--- config.mk ---
export PLATFORM = sky130hd
export DESIGN_NAME = alu_control_sequencer
export DESIGN_NICKNAME = d
export VERILOG_FILES = /design/src/rtl/cpu_ctrl_pkg.sv /design/src/rtl/reg_select_decoder.sv /design/src/rtl/alu_control_sequencer.sv
export SDC_FILE = /design/constraint.sdc
export NUM_CORES = 1
export LEC_CHECK = 0
export CORE_MARGIN = 3
export CORE_UTILIZATION = 37
export DETAILED_ROUTE_END_ITERATION = 16
export PLACE_DENSITY_LB_ADDON = 0.15
export SETUP_SLACK_MARGIN = 0.5
export SLEW_MARGIN = 15
export SYNTH_ARGS = -nofsm -noshare
export SYNTH_HDL_FRONTEND = slang
export SYNTH_HIERARCHICAL = 1
export SYNTH_SLANG_ARGS = --single-unit
--- constraint.sdc ---
create_clock -name clock -period 2.95 [get_ports clock]
set_clock_uncertainty 0.1 [all_clocks]
set_input_delay 0.295 -clock clock [delete_from_list [all_inputs] [get_ports clock]]
set_output_delay 0.295 -clock clock [all_outputs]
set_load 0.01 [all_outputs]
--- src/rtl/cpu_ctrl_pkg.sv ---
// Shared definitions for the hardwired fetch/execute control unit:
// opcodes, controller states and IR field positions.
package cpu_ctrl_pkg;

    localparam logic [4:0] OP_ADD  = 5'b00011;
    localparam logic [4:0] OP_SUB  = 5'b00100;
    localparam logic [4:0] OP_AND  = 5'b00101;
    localparam logic [4:0] OP_OR   = 5'b00110;
    localparam logic [4:0] OP_SHR  = 5'b00111;
    localparam logic [4:0] OP_SHRA = 5'b01000;
    localparam logic [4:0] OP_SHL  = 5'b01001;
    localparam logic [4:0] OP_ROR  = 5'b01010;
    localparam logic [4:0] OP_ROL  = 5'b01011;
    localparam logic [4:0] OP_MUL  = 5'b01111;
    localparam logic [4:0] OP_DIV  = 5'b10000;

    localparam int unsigned OP_MSB = 31;
    localparam int unsigned OP_LSB = 27;
    localparam int unsigned RA_MSB = 26;
    localparam int unsigned RA_LSB = 23;
    localparam int unsigned RB_MSB = 22;
    localparam int unsigned RB_LSB = 19;
    localparam int unsigned RC_MSB = 18;
    localparam int unsigned RC_LSB = 15;

    typedef enum logic [3:0] {
        S_IDLE,
        S_T0,
        S_T1,
        S_T2,
        S_T3,
        S_T4,
        S_T5,
        S_T6
    } state_e;

    function automatic logic is_one_word(input logic [4:0] op);
        case (op)
            OP_ADD, OP_SUB, OP_AND, OP_OR, OP_SHR,
            OP_SHRA, OP_SHL, OP_ROR, OP_ROL: is_one_word = 1'b1;
            default:                         is_one_word = 1'b0;
        endcase
    endfunction

    function automatic logic is_two_word(input logic [4:0] op);
        is_two_word = (op == OP_MUL) || (op == OP_DIV);
    endfunction

endpackage

--- src/rtl/reg_select_decoder.sv ---
// 4-bit register index to 16-bit one-hot select, all-zero when disabled.
module reg_select_decoder (
    input  logic [3:0]  idx,
    input  logic        en,
    output logic [15:0] onehot
);

    always_comb begin
        onehot = '0;
        if (en) onehot[idx] = 1'b1;
    end

endmodule

--- src/rtl/alu_control_sequencer.sv ---
// Hardwired control unit: fetch (T0-T2) and register-register ALU execute
// (T3-T5, T6 for two-word results) driving the DataPath strobes.
module alu_control_sequencer
    import cpu_ctrl_pkg::*;
#(
    parameter int unsigned MEM_WAIT = 0,
    parameter int unsigned CNT_W    = 16
) (
    input  logic             clock,
    input  logic             clear,
    input  logic             run,
    input  logic [31:0]      ir,
    output logic             PCout,
    output logic             MDRout,
    output logic             Zlowout,
    output logic             Zhighout,
    output logic             PCin,
    output logic             IncPC,
    output logic             MARin,
    output logic             MDRin,
    output logic             Read,
    output logic             IRin,
    output logic             Yin,
    output logic             ZLowIn,
    output logic             ZHighIn,
    output logic             HIin,
    output logic             LOin,
    output logic [15:0]      reg_in,
    output logic [15:0]      reg_out,
    output logic [4:0]       opcode,
    output logic             busy,
    output logic             instr_done,
    output logic             illegal_op,
    output logic [CNT_W-1:0] instr_count
);

    state_e             state_q, state_d;
    logic [3:0]         wait_q, wait_d;
    logic [CNT_W-1:0]   count_q, count_d;

    logic [4:0] op;
    logic [3:0] ra, rb, rc;
    logic       one_word, two_word;
    logic       out_en, in_en;
    logic [3:0] out_idx;
    logic       ir_unused;

    assign op        = ir[OP_MSB:OP_LSB];
    assign ra        = ir[RA_MSB:RA_LSB];
    assign rb        = ir[RB_MSB:RB_LSB];
    assign rc        = ir[RC_MSB:RC_LSB];
    assign one_word  = is_one_word(op);
    assign two_word  = is_two_word(op);
    assign ir_unused = ^ir[RC_LSB-1:0];

    always_ff @(posedge clock) begin
        if (clear) begin
            state_q <= S_IDLE;
            wait_q  <= '0;
            count_q <= '0;
        end else begin
            state_q <= state_d;
            wait_q  <= wait_d;
            count_q <= count_d;
        end
    end

    always_comb begin
        state_d    = state_q;
        wait_d     = wait_q;
        count_d    = count_q;
        PCout      = 1'b0;
        MDRout     = 1'b0;
        Zlowout    = 1'b0;
        Zhighout   = 1'b0;
        PCin       = 1'b0;
        IncPC      = 1'b0;
        MARin      = 1'b0;
        MDRin      = 1'b0;
        Read       = 1'b0;
        IRin       = 1'b0;
        Yin        = 1'b0;
        ZLowIn     = 1'b0;
        ZHighIn    = 1'b0;
        HIin       = 1'b0;
        LOin       = 1'b0;
        opcode     = '0;
        instr_done = 1'b0;
        illegal_op = 1'b0;
        out_en     = 1'b0;
        out_idx    = rc;
        in_en      = 1'b0;

        unique case (state_q)
            S_IDLE: if (run) state_d = S_T0;
            S_T0: begin
                PCout   = 1'b1;
                MARin   = 1'b1;
                IncPC   = 1'b1;
                PCin    = 1'b1;
                wait_d  = 4'(MEM_WAIT);
                state_d = S_T1;
            end
            S_T1: begin
                Read  = 1'b1;
                MDRin = 1'b1;
                if (wait_q == '0) state_d = S_T2;
                else              wait_d  = wait_q - 4'd1;
            end
            S_T2: begin
                MDRout  = 1'b1;
                IRin    = 1'b1;
                state_d = S_T3;
            end
            S_T3: begin
                // Unsupported opcodes end the instruction here without touching the bus.
                if (one_word || two_word) begin
                    out_en  = 1'b1;
                    out_idx = rc;
                    Yin     = 1'b1;
                    state_d = S_T4;
                end else begin
                    illegal_op = 1'b1;
                    state_d    = run ? S_T0 : S_IDLE;
                end
            end
            S_T4: begin
                out_en  = 1'b1;
                out_idx = rb;
                ZLowIn  = 1'b1;
                ZHighIn = two_word;
                opcode  = op;
                state_d = S_T5;
            end
            S_T5: begin
                Zlowout = 1'b1;
                if (two_word) begin
                    LOin    = 1'b1;
                    state_d = S_T6;
                end else begin
                    in_en      = 1'b1;
                    instr_done = 1'b1;
                    count_d    = count_q + CNT_W'(1);
                    state_d    = run ? S_T0 : S_IDLE;
                end
            end
            S_T6: begin
                Zhighout   = 1'b1;
                HIin       = 1'b1;
                instr_done = 1'b1;
                count_d    = count_q + CNT_W'(1);
                state_d    = run ? S_T0 : S_IDLE;
            end
            default: state_d = S_IDLE;
        endcase
    end

    assign busy        = (state_q != S_IDLE);
    assign instr_count = count_q;

    reg_select_decoder u_out_dec (
        .idx    (out_idx),
        .en     (out_en),
        .onehot (reg_out)
    );

    reg_select_decoder u_in_dec (
        .idx    (ra),
        .en     (in_en),
        .onehot (reg_in)
    );

endmodule

### Yosys cells after proc, flatten, opt, wreduce, memory -nomap -nowiden

Memory sizes are Yosys's and may differ from the RTL's.
Cells that the tools add are included.
W data, S select, Z words.

| storage, ports and cells | value |
|---|---|
| register bits after elaboration | 24 |
| bits in latches | 0 |
| bits in writable memories | 0 |
| ROM bits | 16 |
| input port bits | 35 |
| output and inout port bits | 71 |
| memories kept | 1 |

| cells by class | value |
|---|---|
| add/sub/neg operators | 2 |
| multipliers | 0 |
| div/mod/pow operators | 0 |
| magnitude comparators | 4 |
| eq/ne operators | 13 |
| shifts and indexed selects | 0 |
| mux-type cells | 36 |
| bitwise gates (word level) | 0 |
| reductions and logical operators | 12 |

Memories:

| name | depth | width | read ports | clocked after Yosys merged registers in | write ports | line | RTL |
|---|---|---|---|---|---|---|---|
| (name not given) | 16 | 1 | 1 | 0 | 0 | cpu_ctrl_pkg.sv:38 | `case (op)` |

Operators with widths:

| kind | number |
|---|---|
| $mux W16 | 3 |
| $pmux W16 S2 | 1 |
| $pmux W4 S8 | 1 |
| $mux W1 | 19 |
| $add A16 B1 Y16 const B | 1 |
| $eq A4 B3 Y1 const B | 4 |
| $mux W4 | 4 |
| $lt A4 B5 Y1 const B | 2 |
| $demux W1 S4 | 2 |
| $eq A4 B2 Y1 const B | 2 |
| $ge A4 B1 Y1 const B | 2 |
| $logic_not A4 Y1 | 2 |
| $ne A2 B2 Y1 const B | 4 |
| $pmux W4 S2 | 1 |
| $mux W3 | 2 |
| $reduce_and A2 Y1 | 3 |
| $eq A5 B4 Y1 const B | 1 |
| $eq A5 B5 Y1 const B | 1 |
| $mux W5 | 1 |
| $eq A4 B1 Y1 const B | 1 |
| $pmux W1 S2 | 2 |
| $reduce_bool A2 Y1 | 2 |
| $reduce_bool A4 Y1 | 1 |
| $sub A4 B1 Y4 const B | 1 |
| 2 further kinds | 4 |

### Depth between registers and ports, before layout

Gate-level depths: netlist (run 1).

| depth | value |
|---|---|
| word-level depth | 7 |
| gate-level depth with buffers | 8 |
| mapped depth without buffers | 7 |

### By module

The synthesis (run 1) kept the hierarchy.

By module, submodules not included:

| module | times used | cells each | area each (um^2) | sequential area each (um^2) |
|---|---|---|---|---|
| alu_control_sequencer | 1 | 193 | 1478.9 | 460.4 |
| reg_select_decoder at u_in_dec | 1 | 23 | 120.1 | 0.0 |
| reg_select_decoder at u_out_dec | 1 | 23 | 117.6 | 0.0 |

### Worst setup path after synthesis (run 1)

No wires, ideal clock.

| path | value |
|---|---|
| path type | in2out |
| start point | input ir[27] |
| end point | output reg_out[0] |
| arrival | 2.018 ns |
| path slack | 0.537 ns |
| cell stages on the path | 6 |
| cell sequence | or4b_4 a21oi_1 nor2_1 o21ai_0 or3b_4 nor3_2 |

| between the ends | value |
|---|---|
| word-level cells in the longest chain between the ends | 6 |
| elaborated cells on any way between the ends | 9 |
| those cells by class | eq/ne: 2; mux: 4; reduce/logical: 2; memory: 1 |

Ends and longest elaborated chain:

| what | line | RTL |
|---|---|---|
| start: declaration | alu_control_sequencer.sv:12 | `input logic [31:0] ir,` |
| $mem_v2 Z16 W1, or another cell as far along | n/a |  |
| $mux W1 / $logic_or A1 B1 Y1 (equally long branches) | cpu_ctrl_pkg.sv:38, cpu_ctrl_pkg.sv:46 |  |
| $logic_or A1 B1 Y1 * | alu_control_sequencer.sv:117 | `if (one_word \|\| two_word) begin` |
| $mux W1 * | alu_control_sequencer.sv:117 |  |
| $pmux W1 S2 * | alu_control_sequencer.sv:94 | `unique case (state_q)` |
| net out_en | alu_control_sequencer.sv:44 | `logic out_en, in_en;` |
| $mux W16 * | reg_select_decoder.sv:10 | `if (en) onehot[idx] = 1'b1;` |
| end: declaration | alu_control_sequencer.sv:29 | `output logic [15:0] reg_out,` |

The timed path passes the listed nets; every way through them passes the cells marked *.

### Final worst setup path (run 1)

Same ends and word-level chain as after synthesis.

==> metrics list, run 1 <==
- The run finished with clean final reports.
* Transition time at the pin with the least slew margin: 0.463 ns
* Total overflow reported by the global router: 0
- For this run, the number of standard cells in the final layout without fillers is 394.
* Min-Delay Startpoint: wait_q[1]
- The average instance in the mapped netlist occupies 7.18 um2.
* Unrepaired setup endpoints after global routing: yes
* CTS buffer count: 3
* Placed instance count: 382
* Vias per std cell: 5.24
- Counting distinct cell types in the post-synthesis netlist gives 44.
* Type of element launching the critical path: input pin
* Hold-critical path endpoint: wait_q[1]
- Number of maximum-capacitance violations: 0
* Worst skew pair latency: 0.26 ns
* Total power divided by cell area: 435 nW/um2
* Sequential share of the synthesized area: 26.8%
* Final number of max-transition violations: 0
- Violation count after the first detailed-routing iteration: 68
* Number of optimization iterations in the first detailed-route pass: 4
- Max transition margin: 69.0%
- After detailed routing, the number of remaining DRC violations is 0.
- The detailed router placed 2063 vias in this run.
- Reg-to-reg setup timing slack: 1.02 ns
* Estimated wirelength of the detail-placed design: 4030 um
* Area of the mapped netlist: 1720 um2
* Starting utilization of the core area: 38.9%
- Yosys Warn Count: 6
- Placement row count: 24
- The worst hold path passes through 2 cells.
* Number of synthesized register bits: 23
- The via count of the first global-routing pass is 1816.
* Net count after synthesis: 277
- The final layout contains routed wiring with a total length of 5330 um.
* Deepest level of the CTS H-tree: 1
- After layout, the worst path uses 84.9% of the clock period.
- Synthesis handed over a netlist of 239 instances.
- The detail route stage leaves a number of antenna-violating nets equal to 0.
- The final layout contains 381 nets.
- Across every metal layer, demand over resource in global routing totals 18.6%.
* Top area cells in the synthesized netlist: dfxtp_1, nor2_1, nand2_1
* Cell count of the worst reg-to-reg path: 6
- Horizontal die dimension: 74.1 um
- Critical path type: input pin to output port
* Number of sinks driven by the clock tree: 23
* Final critical delay including setup and external delays: 2.50 ns
- After clock tree synthesis, the clock-pin slew on the worst setup and hold paths is 0.08 ns.
- Critical path fanouts, max: 4
- Req. time, crit path: 2.56 ns
- 0 antenna diodes ended up in the layout.
* Critical R2R Launch: wait_q[0]
- Cell type with the highest aggregate area in the netlist: dfxtp_1
- In this run the worst hold path is classified as flip-flop to flip-flop.
- TritonCTS built the clock tree.
* Wire length of the first global-routing pass: 8240 um
* Worst reg2reg path endpoint: wait_q[3]
* Core box area: 4410 um2
- After synthesis, the largest area contributor takes up 26.8% of total cell area.
- After layout, the design draws a total of 1.18 mW.
- From bottom edge to top edge, the die measures 74.1 um.
- Entering global routing, the biggest net connects 31 pins.
* Max Freq: 399 MHz
- For this design, the CTS-stage hold fixing added 0 buffers.
- The worst setup path is captured at an output port.
- Library cell used as clock root buffer: clkbuf_8
- Hold violation count in the final report: 0
- Average routed wire per standard cell: 13.5 um
- Share of final-layout standard cells stronger than drive strength 1: 23.7%
- # port buffers: 90
- Routability-driven placement finished with a final weighted congestion of 0.777.
- The worst-case IR drop observed on VDD is 0.279 mV.
* Arrival @ worst endpoint: 2.11 ns
- At the end of the flow the core is filled with cells to 61.6%.
- Setup violations remaining at the end of the flow were counted as 0.
* Floorplan die area: 5490 um2
- In this run the deepest clock path goes through 2 buffers.
- In this run the static leakage power is 1.13 nW.
* Area added between synthesis and finish: 58.3%
- During I/O placement, the number of pins put on the boundary was 106.
- Initial antenna violation count: 0
## registers in the layout (all words and copies together), names as in the netlist
| register | count |
|---|---|
| wait_q | 4 |
| state_q | 3 |
| instr_count | 16 |
## worst max-delay path by stage
stage,start,end,slack (ns),depth (start not counted)
floorplan,ir[27],reg_out[0],0.54,6
global placement,ir[27],reg_out[0],-0.34,9
detailed placement,ir[27],reg_out[0],-0.35,9
CTS,ir[29],reg_out[0],0.44,9
global route,ir[27],reg_out[0],0.34,9
finish,ir[27],reg_out[0],0.45,9
## synthesized netlist by cell type (all sizes together)
master,instances
dfxtp,23
nand4b,2
xor2,1
mux2,1
mux2i,1
xnor2,1
nand2,26
and4,2
nor2,33
a21oi,20
a31oi,3
or3b,3
and2,3
buf,11
nor3b,2
or3,8
nand3,8
o22ai,1
o221ai,1
nand3b,4
inv,10
or4b,1
or4,9
and3,8
a211o,1
ha,3
nand4bb,2
a211oi,2
a21o,1
nor2b,1
clkbuf,5
o31ai,9
nand2b,7
or2,2
nor3,11
o21ai,10
nand4,3
## kinds of logic after synthesis
group | synth area share (%)
compound gates | 17.1
xor+xnor | 1.02
fa+ha+maj | 2.19
buf+inv | 8.09
flops | 26.8
mux | 1.46
simple gates | 43.4
## timing repair
action,4_1_cts,5_1_grt
pin swaps,7,7
setup buffers,4,4
setup endpoints to repair,41,32
gates resized for setup,82,46
## cell type report
class,instances,area (um2)
Fill cell,427,1700
Tap cell,52,65.1
Inverter,10,37.5
Multi-Input combinational cell,190,1160
Clock buffer,4,45.0
Sequential cell,23,462
Timing Repair Buffer,115,951
## per-layer routing
metal / vias to the layer above / wire length, um / GRT usage (%)
met5: - / 0 / 0
met1: 948 / 2280 / 22.1
met3: 6 / 263 / 3.51
li1: 1062 / - / -
met2: 47 / 2720 / 34.1
met4: 0 / 65 / 5.23
## power by group
group	internal, mW	switching (mW)	leakage [nW]
Sequential	0.347	0.0333	0.186
Combinational	0.301	0.304	0.920
Clock	0.0963	0.0993	0.0228
Total	0.744	0.437	1.13
## metrics by stage
step / hold WS [ns] / setup slack, ns / instance area [um2] / TNS [ns]
6_report: 0.374 / 0.445 / 2720 / 0
3_5_place_dp: 0.372 / -0.351 / 2710 / -4.00
2_1_floorplan: 0.341 / 0.537 / 1720 / 0
3_3_place_gp: 0.356 / -0.337 / 2710 / -3.32
4_1_cts: 0.384 / 0.445 / 2740 / 0
5_1_grt: 0.403 / 0.345 / 2720 / 0
## placed cells by master, fill, tap and decap left out, types with 10 or more instances in the layout
cell type	synthesis	final
nand2_1	26	23
a21oi_1	19	17
buf_4	6	23
clkdlybuf4s50_1	0	51
inv_1	10	10
dfxtp_1	23	22
nor2_1	32	30
clkbuf_2	0	19
## critical path, stage by stage
cell     delay [ns]
buf_6          0.09
or4b_4         0.56
a21oi_4        0.17
nor2_2         0.05
o21ai_1        0.14
buf_4          0.14
or3b_4         0.40
nor3_2         0.11
buf_2          0.15
Power figures use the tool's default switching activity.
==> run 2, diff against run 1 <==
Settings changed: CORE_UTILIZATION 37 to 34.
Clock period 2.95 ns to 2.22 ns, I/O delays scaled along.
==> run 2 against run 1 <==
Net effect: combinational power rose to 2.7 times the previous value; sequential share of layout area fell by 4.9 points; count of clock-buffer cells in the layout did not move; the flow now finishes with violations (negative setup slack); final cell count rose by 21%; largest cell class is now non-clock buffers; largest power group unchanged; register-to-register slack got worse by 0.84 ns; flip-flop and latch count did not move; global-route usage rose by 5.1 points; non-clock buffer count rose by 69; first-iteration DRC count rose by 69%.
==> metrics list, run 2 (same netlist as run 1, synthesis figures left out) <==
- The number of buffers and inverters on the critical path is 3.
- The floorplan step defined a die boundary enclosing 5940 um2.
- In this run the remaining antenna-violating nets after routing total 0.
- Inserted Diodes: 0
- Total overflow reported by the global router: 0
- Chip Height: 77.1 um
- Max transition margin: 68.5%
* Leakage power total: 1.66 nW
* Setup slack at placement: -0.852 ns
* Transition time at the pin with the least slew margin: 0.472 ns
- Final clock period utilization by the worst path: 107%
- Pin count of the biggest net entering global routing: 18
* Area added between synthesis and finish: 127%
* Cts-stage hold buffer count: 0
* Arrival @ worst endpoint: 2.06 ns
- Max stage delay cell, worst path: or4b_4
* Final critical delay including setup and external delays: 2.38 ns
- The count of endpoints failing hold in the final timing report came to 0.
* Placement row count: 25
- In the final routed layout, each cell accounts on average for 16.8 um.
- Ordered list of cells on the worst path: buf_6, or4b_4, a21oi_4, nor2_4, o21ai_2, or3b_4, buf_6, nor3_4, buf_2
- Number of buffers between clock root and the deepest sink: 2
- In this run the cell area measured after placement is 3060 um2.
* Power consumption: 2.46 mW
- Wire length of the first global-routing pass: 11900 um
- After the first detailed-routing iteration, the DRC count stood at 115.
- Deepest level of the CTS H-tree: 1
- Setup repair after global routing could not meet its margin everywhere.
- Global routing used 23.7% of the available tracks across all layers.
- After floorplanning, the core was sized to cover 4790 um2.
* Number of maximum-capacitance violations: 0
- Via count: 2540
- Along the worst path, the maximum fanout reaches 3.
- Cell count of the worst reg-to-reg path: 8
- Cell occurring most often along the worst timing path: buf_6
- Dividing the detail-routed via count by the number of cells gives 5.31.
* Number of sinks driven by the clock tree: 23
- The HPWL after detailed placement is 4350 um.
- Setup slack on the critical path of the routed design comes to -0.163 ns.
- Most frequent cells in the layout: buf_6, buf_4, buf_2
- Endpoint type of the worst setup path: output port
* Last weighted congestion value of the routability-driven placer: 0.785
- TritonCTS built the clock tree.
- The critical path runs through a total of 9 cells.
* Type of element launching the critical path: input pin
- Max Freq: 420 MHz
* Violated checks: negative setup slack
* Setup-violating endpoint count in the final report: 33
* Initial antenna violation count: 0
- Maximum ir drop on the vdd rail: 0.412 mV
- Hold/Removal Path Class: flip-flop to flip-flop
* Flip-flop count of the largest register, all copies and words added: 16
* Worst skew pair latency: 0.28 ns
- Routed Wire Length: 8030 um
* Number of optimization iterations in the first detailed-route pass: 4
* # port buffers: 90
- For this run, design rule violations remaining after detail routing come to 0.
- CTS buffer count: 3
* Worst hold path depth: 2
- 106 I/O pins were placed.
* Final net count: 450
- Kind of cell adding the most delay to the critical path: simple AND/OR/NAND/NOR gates
* Starting utilization of the core area: 35.9%
* Vias in the first global route: 2553
- Leading cell type in the layout, fill and taps excluded: buf_6
- Run status: finished with violations
* Horizontal die dimension: 77.1 um
- Largest stage delay, worst path: 0.55 ns
- In this run the power density over the cells is 632 nW/um2.
* Critical path type: input pin to output port
- The post-route netlist has 60.1% of its cells at a drive strength greater than 1.
* Final number of max-transition violations: 0
- Clock Pin Slew Worst Setup and Hold Paths: 0.09 ns
- Req. time, crit path: 1.90 ns
- The tree is rooted in a clkbuf_8.
- After routing the design area is 3900 um2.
==> run 2: power by group <==
group / internal [mW] / leakage [nW] / switching, mW
registers: 0.469 / 0.188 / 0.0570
clock network: 0.129 / 0.0228 / 0.149
logic: 0.930 / 1.45 / 0.730
total: 1.53 / 1.66 / 0.936
==> run 2: layer usage <==
metal	part of all wire (%)	up-vias	track usage [%]
li1	-	1203	-
met1	38	1231	25.8
met2	55	85	45.6
met3	4.8	21	4.81
met4	2.3	0	7.12
met5	0	-	0
==> run 2: stage by stage <==
step | std cells | utilization, % | hold slack (ns) | TNS, ns
after floorplan | 239 | - | 0.308 | 0
after global placement | 422 | 64.0 | 0.358 | -24.53
after detailed placement | 422 | 64.0 | 0.364 | -25.60
after CTS | 469 | 75.5 | 0.376 | -1.62
after global routing | 478 | 81.5 | 0.410 | -4.85
final | 478 | 81.5 | 0.383 | -3.15
==> run 2: worst reg2reg max path, cell delays in order (launching register included) <==
cell and delay (ns):
dfxtp_4 0.38, buf_6 0.11, buf_6 0.10, nand4bb_4 0.16, o221ai_4 0.18, buf_6 0.17
buf_12 0.12, or4_4 0.49, a21oi_2 0.16
==> run 2: repair_timing <==
item                       CTS  global route
setup buffers               40             9
gates resized for setup    298            63
gates cloned                 3             0
setup endpoints to repair   77            77
pin swaps                   53            27
==> run 2: worst paths after layout <==
check / start / end / slack, ns
max reg2reg: state_q[0] / instr_count[8] / 0.18
max: ir[27] / reg_out[0] / -0.16
min reg2reg: wait_q[1] / wait_q[1] / 0.38
min: wait_q[1] / wait_q[1] / 0.38
==> run 2: cell type report <==
type,count,area (um2)
fill,304,886
inverter,10,45.0
tap,67,83.8
timing repair buffer,184,1680
sequential,23,470
clock buffer,4,45.0
multi-input combinational,190,1580
